$ cat src/rtl/gdt_writer_if.sv
// Hypervisor-side configuration channel for the Guest Deadline Table writer.
// One deadline word per transfer, valid/ready handshake.
//   cfg_valid  : request valid (master -> slave)
//   cfg_ready  : slave can take a request (slave -> master)
//   cfg_guest  : target table row
//   cfg_column : 0 = temporal deadline, 1 = run-time deadline
//   cfg_data   : deadline value
interface gdt_writer_if #(
  parameter int GUEST_W = 3,
  parameter int DATA_W  = 32
);
  logic               cfg_valid;
  logic               cfg_ready;
  logic [GUEST_W-1:0] cfg_guest;
  logic               cfg_column;
  logic [DATA_W-1:0]  cfg_data;

  modport master (
    output cfg_valid, cfg_guest, cfg_column, cfg_data,
    input  cfg_ready
  );

  modport slave (
    input  cfg_valid, cfg_guest, cfg_column, cfg_data,
    output cfg_ready
  );
endinterface

$ cat src/rtl/gdt_writer.sv
// Write side of the Guest Deadline Table. Owns the table storage, validates
// each incoming deadline word, defers writes aimed at the running guest until
// the hypervisor switches away from it, and offers a registered read port.
//
// Optional feature macro: GDT_WRITE_FORWARD_EN
//   defined   : a WRITE to the address being read forwards the new word to
//               rd_data in the same cycle (write-through)
//   undefined : read-before-write, rd_data returns the old word
//
// Ports:
//   clk, reset     : clock, asynchronous active-high reset
//   cfg            : gdt_writer_if slave (cfg_valid/ready/guest/column/data)
//   current_guest  : guest currently executing
//   guest_active   : current_guest is meaningful
//   rd_guest       : read row
//   rd_column      : read column
//   rd_data        : registered read data, 1-cycle latency
//   entry_valid    : bit g set once both columns of row g were written
//   cfg_err        : one-cycle error pulse
//   cfg_err_code   : 01 zero, 10 run-time > temporal, 11 hold timeout (sticky)
//   busy           : FSM not idle
module gdt_writer #(
  parameter int NUM_GUESTS = 8,
  parameter int GUEST_W    = 3,
  parameter int DATA_W     = 32,
  parameter int HOLD_MAX   = 1024
) (
  input  logic                  clk,
  input  logic                  reset,
  gdt_writer_if.slave           cfg,
  input  logic [GUEST_W-1:0]    current_guest,
  input  logic                  guest_active,
  input  logic [GUEST_W-1:0]    rd_guest,
  input  logic                  rd_column,
  output logic [DATA_W-1:0]     rd_data,
  output logic [NUM_GUESTS-1:0] entry_valid,
  output logic                  cfg_err,
  output logic [1:0]            cfg_err_code,
  output logic                  busy
);

  localparam int HOLD_W = (HOLD_MAX > 1) ? $clog2(HOLD_MAX) : 1;

  typedef enum logic [1:0] {IDLE, CHECK, HOLD, WRITE} state_t;

  state_t              state;
  logic [GUEST_W-1:0]  req_guest;
  logic                req_column;
  logic [DATA_W-1:0]   req_data;
  logic [HOLD_W-1:0]   hold_cnt;

  logic [DATA_W-1:0]   tbl_temporal [NUM_GUESTS];
  logic [DATA_W-1:0]   tbl_runtime  [NUM_GUESTS];
  logic [NUM_GUESTS-1:0] vld_temporal;
  logic [NUM_GUESTS-1:0] vld_runtime;

  logic                req_in_range;
  logic                rd_in_range;
  logic [1:0]          req_err;
  logic                guest_running;
  logic                hold_done;
  logic [DATA_W-1:0]   rd_word;

  // Error code for a candidate word against the row contents as they stand
  // now: 00 ok, 01 zero value, 10 run-time deadline exceeds temporal.
  function automatic logic [1:0] validate(
    input logic [DATA_W-1:0] data,
    input logic              column,
    input logic [DATA_W-1:0] temporal,
    input logic              temporal_vld,
    input logic [DATA_W-1:0] runtime,
    input logic              runtime_vld
  );
    if (data == '0)                                 return 2'b01;
    if (column && temporal_vld && (data > temporal)) return 2'b10;
    if (!column && runtime_vld && (runtime > data))  return 2'b10;
    return 2'b00;
  endfunction

  assign cfg.cfg_ready = (state == IDLE);
  assign busy          = (state != IDLE);
  assign entry_valid   = vld_temporal & vld_runtime;

  // Rows beyond NUM_GUESTS are reachable only when NUM_GUESTS < 2**GUEST_W.
  assign req_in_range  = (32'(req_guest) < NUM_GUESTS);
  assign rd_in_range   = (32'(rd_guest) < NUM_GUESTS);

  assign req_err = validate(req_data, req_column,
                            tbl_temporal[req_guest], vld_temporal[req_guest],
                            tbl_runtime[req_guest],  vld_runtime[req_guest]);

  assign guest_running = guest_active && (current_guest == req_guest);
  assign hold_done     = (hold_cnt == HOLD_W'(HOLD_MAX - 1));

  always_comb begin
    rd_word = '0;
    if (rd_in_range) begin
      rd_word = rd_column ? tbl_runtime[rd_guest] : tbl_temporal[rd_guest];
    end
  end

  always_ff @(posedge clk or posedge reset) begin
    if (reset) begin
      state        <= IDLE;
      req_guest    <= '0;
      req_column   <= 1'b0;
      req_data     <= '0;
      hold_cnt     <= '0;
      cfg_err      <= 1'b0;
      cfg_err_code <= 2'b00;
      rd_data      <= '0;
      vld_temporal <= '0;
      vld_runtime  <= '0;
      for (int i = 0; i < NUM_GUESTS; i++) begin
        tbl_temporal[i] <= '0;
        tbl_runtime[i]  <= '0;
      end
    end else begin
      cfg_err <= 1'b0;

      // Read port samples the table before this cycle's write lands.
`ifdef GDT_WRITE_FORWARD_EN
      if ((state == WRITE) && (req_guest == rd_guest) && (req_column == rd_column)) begin
        rd_data <= req_data;
      end else begin
        rd_data <= rd_word;
      end
`else
      rd_data <= rd_word;
`endif

      case (state)
        IDLE: begin
          if (cfg.cfg_valid) begin
            req_guest  <= cfg.cfg_guest;
            req_column <= cfg.cfg_column;
            req_data   <= cfg.cfg_data;
            state      <= CHECK;
          end
        end

        CHECK: begin
          if (!req_in_range) begin
            state <= IDLE;                  // silently dropped
          end else if (req_err != 2'b00) begin
            cfg_err      <= 1'b1;
            cfg_err_code <= req_err;
            state        <= IDLE;
          end else if (guest_running) begin
            state <= HOLD;
          end else begin
            state <= WRITE;
          end
        end

        HOLD: begin
          // A guest switch wins over a timeout on the same cycle.
          if (!guest_running) begin
            hold_cnt <= '0;
            state    <= WRITE;
          end else if (hold_done) begin
            hold_cnt     <= '0;
            cfg_err      <= 1'b1;
            cfg_err_code <= 2'b11;
            state        <= IDLE;
          end else begin
            hold_cnt <= hold_cnt + HOLD_W'(1);
          end
        end

        WRITE: begin
          if (req_column) begin
            tbl_runtime[req_guest]  <= req_data;
            vld_runtime[req_guest]  <= 1'b1;
          end else begin
            tbl_temporal[req_guest] <= req_data;
            vld_temporal[req_guest] <= 1'b1;
          end
          state <= IDLE;
        end

        default: state <= IDLE;
      endcase
    end
  end

endmodule

$ cat src/flat_wrapper.sv
// flat-port wrapper written by rule: the top's interface ports become plain ports
module gdt_writer_flat 
#(
  parameter int NUM_GUESTS = 8,
  parameter int GUEST_W    = 3,
  parameter int DATA_W     = 32,
  parameter int HOLD_MAX   = 1024
)
  (clk, reset, current_guest, guest_active, rd_guest, rd_column, rd_data, entry_valid, cfg_err, cfg_err_code, busy, cfg_cfg_valid, cfg_cfg_guest, cfg_cfg_column, cfg_cfg_data, cfg_cfg_ready);
  gdt_writer_if #(.GUEST_W(GUEST_W), .DATA_W(DATA_W)) cfg_i ();
  input  logic clk;
  input  logic reset;
  input  logic [GUEST_W-1:0] current_guest;
  input  logic guest_active;
  input  logic [GUEST_W-1:0] rd_guest;
  input  logic rd_column;
  output logic [DATA_W-1:0] rd_data;
  output logic [NUM_GUESTS-1:0] entry_valid;
  output logic cfg_err;
  output logic [1:0] cfg_err_code;
  output logic busy;
  input wire logic [$bits(cfg_i.cfg_valid)-1:0] cfg_cfg_valid;
  input wire logic [$bits(cfg_i.cfg_guest)-1:0] cfg_cfg_guest;
  input wire logic [$bits(cfg_i.cfg_column)-1:0] cfg_cfg_column;
  input wire logic [$bits(cfg_i.cfg_data)-1:0] cfg_cfg_data;
  output wire logic [$bits(cfg_i.cfg_ready)-1:0] cfg_cfg_ready;
  assign cfg_i.cfg_valid = cfg_cfg_valid;
  assign cfg_i.cfg_guest = cfg_cfg_guest;
  assign cfg_i.cfg_column = cfg_cfg_column;
  assign cfg_i.cfg_data = cfg_cfg_data;
  assign cfg_cfg_ready = cfg_i.cfg_ready;
  gdt_writer #(.NUM_GUESTS(NUM_GUESTS), .GUEST_W(GUEST_W), .DATA_W(DATA_W), .HOLD_MAX(HOLD_MAX)) u_core (.clk(clk), .reset(reset), .cfg(cfg_i), .current_guest(current_guest), .guest_active(guest_active), .rd_guest(rd_guest), .rd_column(rd_column), .rd_data(rd_data), .entry_valid(entry_valid), .cfg_err(cfg_err), .cfg_err_code(cfg_err_code), .busy(busy));
endmodule
$ cat config.mk
export PLATFORM = sky130hd
export DESIGN_NAME = gdt_writer_flat
export DESIGN_NICKNAME = d
export VERILOG_FILES = /design/src/rtl/gdt_writer_if.sv /design/src/rtl/gdt_writer.sv /design/src/flat_wrapper.sv
export SDC_FILE = /design/constraint.sdc
export NUM_CORES = 1
export LEC_CHECK = 0
export ABC_CLOCK_PERIOD_IN_PS = 24100
export CAP_MARGIN = 30
export CORE_MARGIN = 2
export CORE_UTILIZATION = 60
export DETAILED_ROUTE_END_ITERATION = 7
export DONT_BUFFER_PORTS = 1
export PLACE_DENSITY = 0.79
export SYNTH_ARGS = -nofsm -noshare
export SYNTH_HDL_FRONTEND = slang
export SYNTH_SLANG_ARGS = --single-unit
$ cat constraint.sdc
create_clock -name clk -period 24.1 [get_ports clk]
set_input_delay 4.82 -clock clk [delete_from_list [all_inputs] [get_ports clk]]
set_output_delay 4.82 -clock clk [all_outputs]
set_load 0.05 [all_outputs]
==> metrics, run 1 <==
Hold Buf Count CTS=0; Area Growth Syn to Fin=7.71%; first-pass GRT wire length=139000 um; Worst VDD drop=0.0720 mV; fraction of the cycle the final worst path needs=29.1%; Tmin final=7010 ps; Cell Pwr Density=142 nW/um^2; initial antenna violation count=3; wire length per cell=29.3 um; f_max=143 MHz; Initial Util=60.7%; Startpoint Class=flop; Port Buffer Count=0; Top cell by count, worst path=inv_1; Post-synth ARST share=100%; cell count after synthesis=2477; CP top delay family=adder cells; crit path kind=reg -> out; Filler cells=3499; total CTS buffers=60; crit end category=primary output; worst endpoint data arrival time=2190 ps; crit-path max FO=5; DR pass1 iterations=6; register area share after synthesis=50.5%; core area=50000 um^2; Unique masters post-synth=54; area of the mapped netlist=30300 um^2; DIE AREA=52300 um^2; clk buf depth=3; Setup Fix Bufs, Post-CTS=0; DRC=0; endpoints failing hold=0; worst skew pair latency=640 ps; setup TNS=0 ps; Clk pin slew, worst setup/hold paths=60 ps; via/cell ratio=7.29; IO Pins=92; vias in the first global route=23178; Die X-Extent=229 um; min-delay worst type=reg -> reg; area of the multi-input gates=14000 um^2; H-tree lvl count=2; Top FF cell, synth=dfrtp_1; dpl cells=2955; largest net degree at the start of global routing=194; post_cts resized=0; Max stage delay on crit path=580 ps; fraction of layout cells with a size suffix above 1=26.2%; clk sink count=611; slew at the pin with the worst max-slew slack=1200 ps; status=complete, no violations; endpoints failing setup=0; Final HPWL DP=50800 um; die height=229 um; grt total ovfl=0; WHS=491 ps; syn_area_per_cell=12.2 um^2; Register Area=15300 um^2; Post-synth EDFFs=0; RSZ-0062 raised after global routing=false; Detailed Route WL=90000 um; Row Count=82; Yosys warnings=0; Final Instance Count excl. Fillers=3070; post-synthesis register bit count=611; final net count=2464; CTS tree=built; worst clock skew=22.5 ps; Root Driver=clkbuf_16; WP data required=19280 ps; buffer and inverter count on the worst path=2; RePlAce Congestion=0.850; max_cap viols=0; Max transition margin=19.7%; Max stage delay cell, worst path=ha_1; Detail Route Antenna Nets=0; Slew Limit Fails=0; crit path cell chain=inv_1 -> ha_1 -> inv_1; Pleak=14.2 nW; Net Count, Synth=2593; Total GRT Usage=34.9%; Starting DRT DRC Count=3210; via count=22372
logic make-up (layout without fill, tap and decap cells):
family | count (synthesis) | in the layout | share of synthesized area (%)
flip-flops | 611 | 611 | 50.4
buffers and inverters | 266 | 185 | 3.66
adder cells (fa/ha/maj) | 69 | 69 | 2.85
other | 0 | 2 | 0
multiplexers | 460 | 460 | 23.2
AO/OA/AOI/OAI | 589 | 589 | 12.3
AND/OR/NAND/NOR | 477 | 477 | 7.48
XOR/XNOR | 5 | 5 | 0.144
path summary, 6_finish.rpt:
path	startpoint	endpoint	slack [ps]	cells past startpoint
min in group asynchronous	reset	u_core.rd_data[5]	4160	1
max in group asynchronous	reset	u_core.tbl_temporal[181]	17410	3
worst min-delay path	u_core.vld_runtime[2]	u_core.vld_runtime[2]	490	1
worst max-delay path	u_core.state[0]	busy	17090	3
worst min register to register	u_core.vld_runtime[2]	u_core.vld_runtime[2]	490	1
worst max register to register	u_core.req_guest[2]	u_core.state[0]	18600	12
final cells by class:
cell class,count,area share [%]
diodes,2,0.0153
clock buffers,88,5.60
clock inverters,22,0.625
inverters,43,0.517
multi-input cells,1600,42.9
flip-flops and latches,611,46.8
well taps,672,2.58
repair buffers,32,0.974
per-stage QoR:
step                      setup WS (ps)  util (%)  area, um^2  total power, mW
after CTS                         17080      65.2       32600             4.58
after global placement            16850      61.0       30500             3.49
after global routing              17010      65.3       32600             4.86
after detailed placement          16750      61.1       30500             3.61
final                             17090      65.3       32600             4.65
after floorplan                    2170         -       30300             3.06
cells in the final DEF (no fill, tap or decap), drive strengths merged, types with 26 or more instances in the layout:
master  instances
dfrtp         611
nand2         295
mux2          292
o21ai         277
a22oi         239
mux4          163
clkbuf         88
ha             69
nand4          51
inv            43
buf            32
a21oi          26
state kept, by name, summed over array words and instances, names as in the netlist:
name,cells
u_core.cfg_err_code,2
u_core.req_guest,3
u_core.tbl_temporal,256
u_core.rd_data,32
u_core.vld_temporal,8
u_core.hold_cnt,10
u_core.req_column,1
u_core.req_data,32
u_core.state,2
u_core.vld_runtime,8
u_core.cfg_err,1
u_core.tbl_runtime,256
routing by layer:
metal  global-route usage [%]  vias up  part of all wire (%)
met2                     53.2     1643                    46
met1                     45.1    11289                    36
met4                     21.3        2                   6.2
met5                        0        -                 0.014
met3                     9.34      439                    12
li1                         -     8999                     -
synth_stat cells (2+ instances only):
cell type,number,area share (%)
a211oi_2,2,0.083
inv_1,43,0.53
clkbuf_1,130,1.6
nand2_1,294,3.6
nand4_1,51,1.1
mux4_1,2,0.17
mux2i_1,5,0.17
dfrtp_1,611,50
and4_1,25,0.72
o21ai_0,276,4.6
and2_1,10,0.21
nor2b_1,6,0.12
buf_1,34,0.42
nor3_1,4,0.066
or2_2,8,0.17
nor4_1,12,0.25
nand3_1,13,0.21
ha_1,69,2.8
a221oi_1,11,0.32
a21o_1,2,0.050
and3_1,21,0.43
mux2_2,292,11
a21oi_1,26,0.43
mux4_2,161,12
a211oi_1,2,0.050
buf_2,55,0.91
o211ai_1,3,0.074
xnor2_1,5,0.14
o31ai_1,2,0.050
a31oi_1,3,0.062
o22ai_1,4,0.083
nand2b_1,11,0.23
a22o_1,9,0.26
and2_2,2,0.050
nor2_1,14,0.17
a22oi_1,239,5.9
buf_6,2,0.074
and2b_2,2,0.058
where the power goes:
part	total (mW)	internal [mW]	switching, mW
Clock	0.961	0.555	0.406
Combinational	1.62	0.727	0.888
Sequential	2.07	1.48	0.591
Total	4.65	2.76	1.88
worst reg2reg max path, stage by stage (launching register included):
cell and delay [ps]:
dfrtp_1 790, nor3b_2 870, buf_4 840, a22o_1 280, a221oi_1 50, and3_1 260
ha_1 330, nand4_1 190, nor4_1 890, a31oi_1 200, o211ai_2 180, nand3_1 200
a222oi_1 310
Power figures use the tool's default switching activity.
==> run 2, diff against run 1 <==
--- a/config.mk
+++ b/config.mk
@@ -5,7 +5,7 @@
 export SDC_FILE = /design/constraint.sdc
 export NUM_CORES = 1
 export LEC_CHECK = 0
-export ABC_CLOCK_PERIOD_IN_PS = 24100
+export ABC_CLOCK_PERIOD_IN_PS = 6700
 export CAP_MARGIN = 30
 export CORE_MARGIN = 2
 export CORE_UTILIZATION = 60
==> constraint.sdc (replaced) <==
create_clock -name clk -period 6.7 [get_ports clk]
set_input_delay 1.34 -clock clk [delete_from_list [all_inputs] [get_ports clk]]
set_output_delay 1.34 -clock clk [all_outputs]
set_load 0.05 [all_outputs]
==> run 2 against run 1 <==
Net effect: flip-flop and latch count stayed put; combinational power grew to 3.7 times the previous value; count of clock-buffer cells in the layout is 2 higher; hold slack better by 1.3 ps; setup slack worse by 15000 ps; critical path type is now reg -> reg; total power grew to 3.6 times the previous value; largest cell class unchanged; non-clock buffer count is 5 higher; critical endpoint is now u_core.cfg_err_code[1]; via count is 1.2% higher; die area stayed put.
==> metrics, run 2 (synthesis results as in run 1) <==
status=complete, no violations; Detail Route Antenna Nets=0 (unchanged); clk sink count=611 (unchanged); crit path kind=reg -> reg; via/cell ratio=7.37 (+1.2%); fraction of the cycle the final worst path needs=74.8%; f_max=200 MHz; Pleak=14.2 nW (-0.11%); slew at the pin with the worst max-slew slack=1120 ps (-86.4 ps); Critical R2R Capture=u_core.cfg_err_code[1]; endpoints failing hold=0 (unchanged); hold path endpoint=u_core.vld_temporal[2]; Port Buffer Count=0 (unchanged); Max transition margin=25.5% (+5.8 points); Slew Limit Fails=0 (unchanged); total CTS buffers=60 (unchanged); Worst VDD drop=0.249 mV (+250%); RSZ-0062 raised after global routing=false; Final HPWL DP=52000 um (+2.4%); flop2flop setup slack=1690 ps (-16910 ps); hold path start=u_core.vld_temporal[2]; Starting DRT DRC Count=2921 (-9.0%); most common cell after layout, fill and taps aside=dfrtp_1; DIE AREA=52300 um^2 (unchanged); final net count=2469 (+0.20%); switch share=40.6% (+0.081 points); fraction of layout cells with a size suffix above 1=26.0% (-0.21 points); antenna cells=0 (-2); endpoints failing setup=0 (unchanged); Detailed Route WL=91500 um (+1.7%); Setup Fix Bufs, Post-CTS=0 (unchanged); worst endpoint data arrival time=5550 ps (+3360 ps); Logic pwr share=35.3% (+0.5 points); Tmin final=5010 ps; RePlAce Congestion=0.890 (+4.7%); H-tree lvl count=2 (unchanged); Cell Pwr Density=516 nW/um^2 (+260%); IO Pins=92 (unchanged); Initial Util=60.7% (unchanged); WHS=493 ps (+1.34 ps); crit-path max FO=35 (+30); Startpoint Class=flop; core area=50000 um^2 (unchanged); DR pass1 iterations=8 (+2); r2r startpoint=u_core.req_guest[1]; clk buf depth=3 (unchanged); Clk pwr share=20.8% (about the same); Hold Buf Count CTS=0 (unchanged); Total GRT Usage=35.3% (+0.36 points); DRC=0 (unchanged); worst skew pair latency=640 ps (about the same); Die X-Extent=229 um (unchanged); min-delay worst type=reg -> reg; Reg power frac=44.0% (-0.6 points); max_cap viols=0 (unchanged); worst clock skew=25.2 ps (+2.65 ps); first-pass GRT wire length=140000 um (+0.82%); Filler cells=3523 (+0.69%); die height=229 um (unchanged); hold path cells=1 (unchanged); CTS tree=built; worst r2r path cells=13 (+1); Top Registers=u_core.tbl_runtime: 256 flops, u_core.tbl_temporal: 256 flops; most frequent cells in the layout=dfrtp_1, mux2_2, nand2_1, o21ai_0, a22oi_1; vias in the first global route=23055 (-0.53%); initial antenna violation count=3 (unchanged); Area Growth Syn to Fin=7.78% (about the same); Pint=10.0 mW (+260%); Row Count=82 (unchanged); Clk pin slew, worst setup/hold paths=60 ps (about the same); crit end category=flop; Root Driver=clkbuf_16; grt total ovfl=0 (unchanged); via count=22645 (+1.2%); setup TNS=0 ps (unchanged); wire length per cell=29.8 um (+1.7%); WP data required=7240 ps (-12040 ps); largest net degree at the start of global routing=193 (-0.52%); post_cts resized=0 (unchanged); Net Switching=6.85 mW (+260%)
## run 2: cell types whose count changed in the layout (fill, tap and decap cells not counted), sizes merged
cell      before  now
clkinv        16    8
buf           32   37
bufinv         3    6
clkbuf        88   90
diode          2    0
clkinvlp       3    4
inv           43   44
## run 2: area by class of cell
type / instances / area, um^2 / share of cell area (%)
Sequential cell: 611 / 15300 / 46.8
Timing Repair Buffer: 37 / 360 / 1.10
Clock buffer: 90 / 1770 / 5.40
Tap cell: 672 / 841 / 2.57
Inverter: 43 / 165 / 0.506
Clock inverter: 19 / 260 / 0.797
Multi-Input combinational cell: 1600 / 14000 / 42.8
## run 2: worst max-delay path by stage
stage / from / endpoint / cells after the start / slack [ps]
after floorplan: reset / u_core.cfg_err / 1 / -2980
after global placement: u_core.req_guest[1] / u_core.cfg_err_code[1] / 13 / 2150
after detailed placement: u_core.req_guest[1] / u_core.cfg_err_code[1] / 13 / 1930
after CTS: u_core.req_guest[2] / u_core.state[0] / 14 / 1860
after global routing: u_core.req_guest[1] / u_core.cfg_err_code[1] / 13 / 1530
final: u_core.req_guest[1] / u_core.cfg_err_code[1] / 13 / 1690
## run 2: worst max-delay path: stages (launching register included)
cell and delay [ps]:
dfrtp_1 600, nor2b_1 210, and2b_2 870, buf_4 680, a22oi_1 150, and4_1 250
ha_1 270, nand4_1 120, nor4_1 630, o21ai_0 300, a31oi_1 330, o211ai_2 140
and2_4 190, a211oi_2 160
## run 2: through the flow
stage	total power [mW]	utilization [%]	std cells	worst slack (ps)	area, um^2
final	16.9	65.4	3072	1690	32700
after global routing	17.6	65.4	3072	1530	32700
after CTS	16.6	65.3	3071	1860	32600
after detailed placement	13.1	61.3	2962	1930	30600
after global placement	12.7	61.2	2960	2150	30600
after floorplan	11.0	-	2477	-2980	30300
## run 2: power groups by stage
stage	clock network (mW)	logic [mW]	registers, mW
finish	3.50	5.94	7.41
global route	3.68	6.39	7.56
CTS	3.51	5.79	7.31
detailed placement	0	5.74	7.35
global placement	0	5.46	7.20
floorplan	0	4.43	6.57
## run 2: layer usage
layer	global-route usage, %	share of wire [%]	vias up
li1	-	-	8996
met1	46.0	36	11465
met2	53.7	46	1741
met3	9.02	12	439
met4	21.4	6.6	4
met5	0	0.025	-
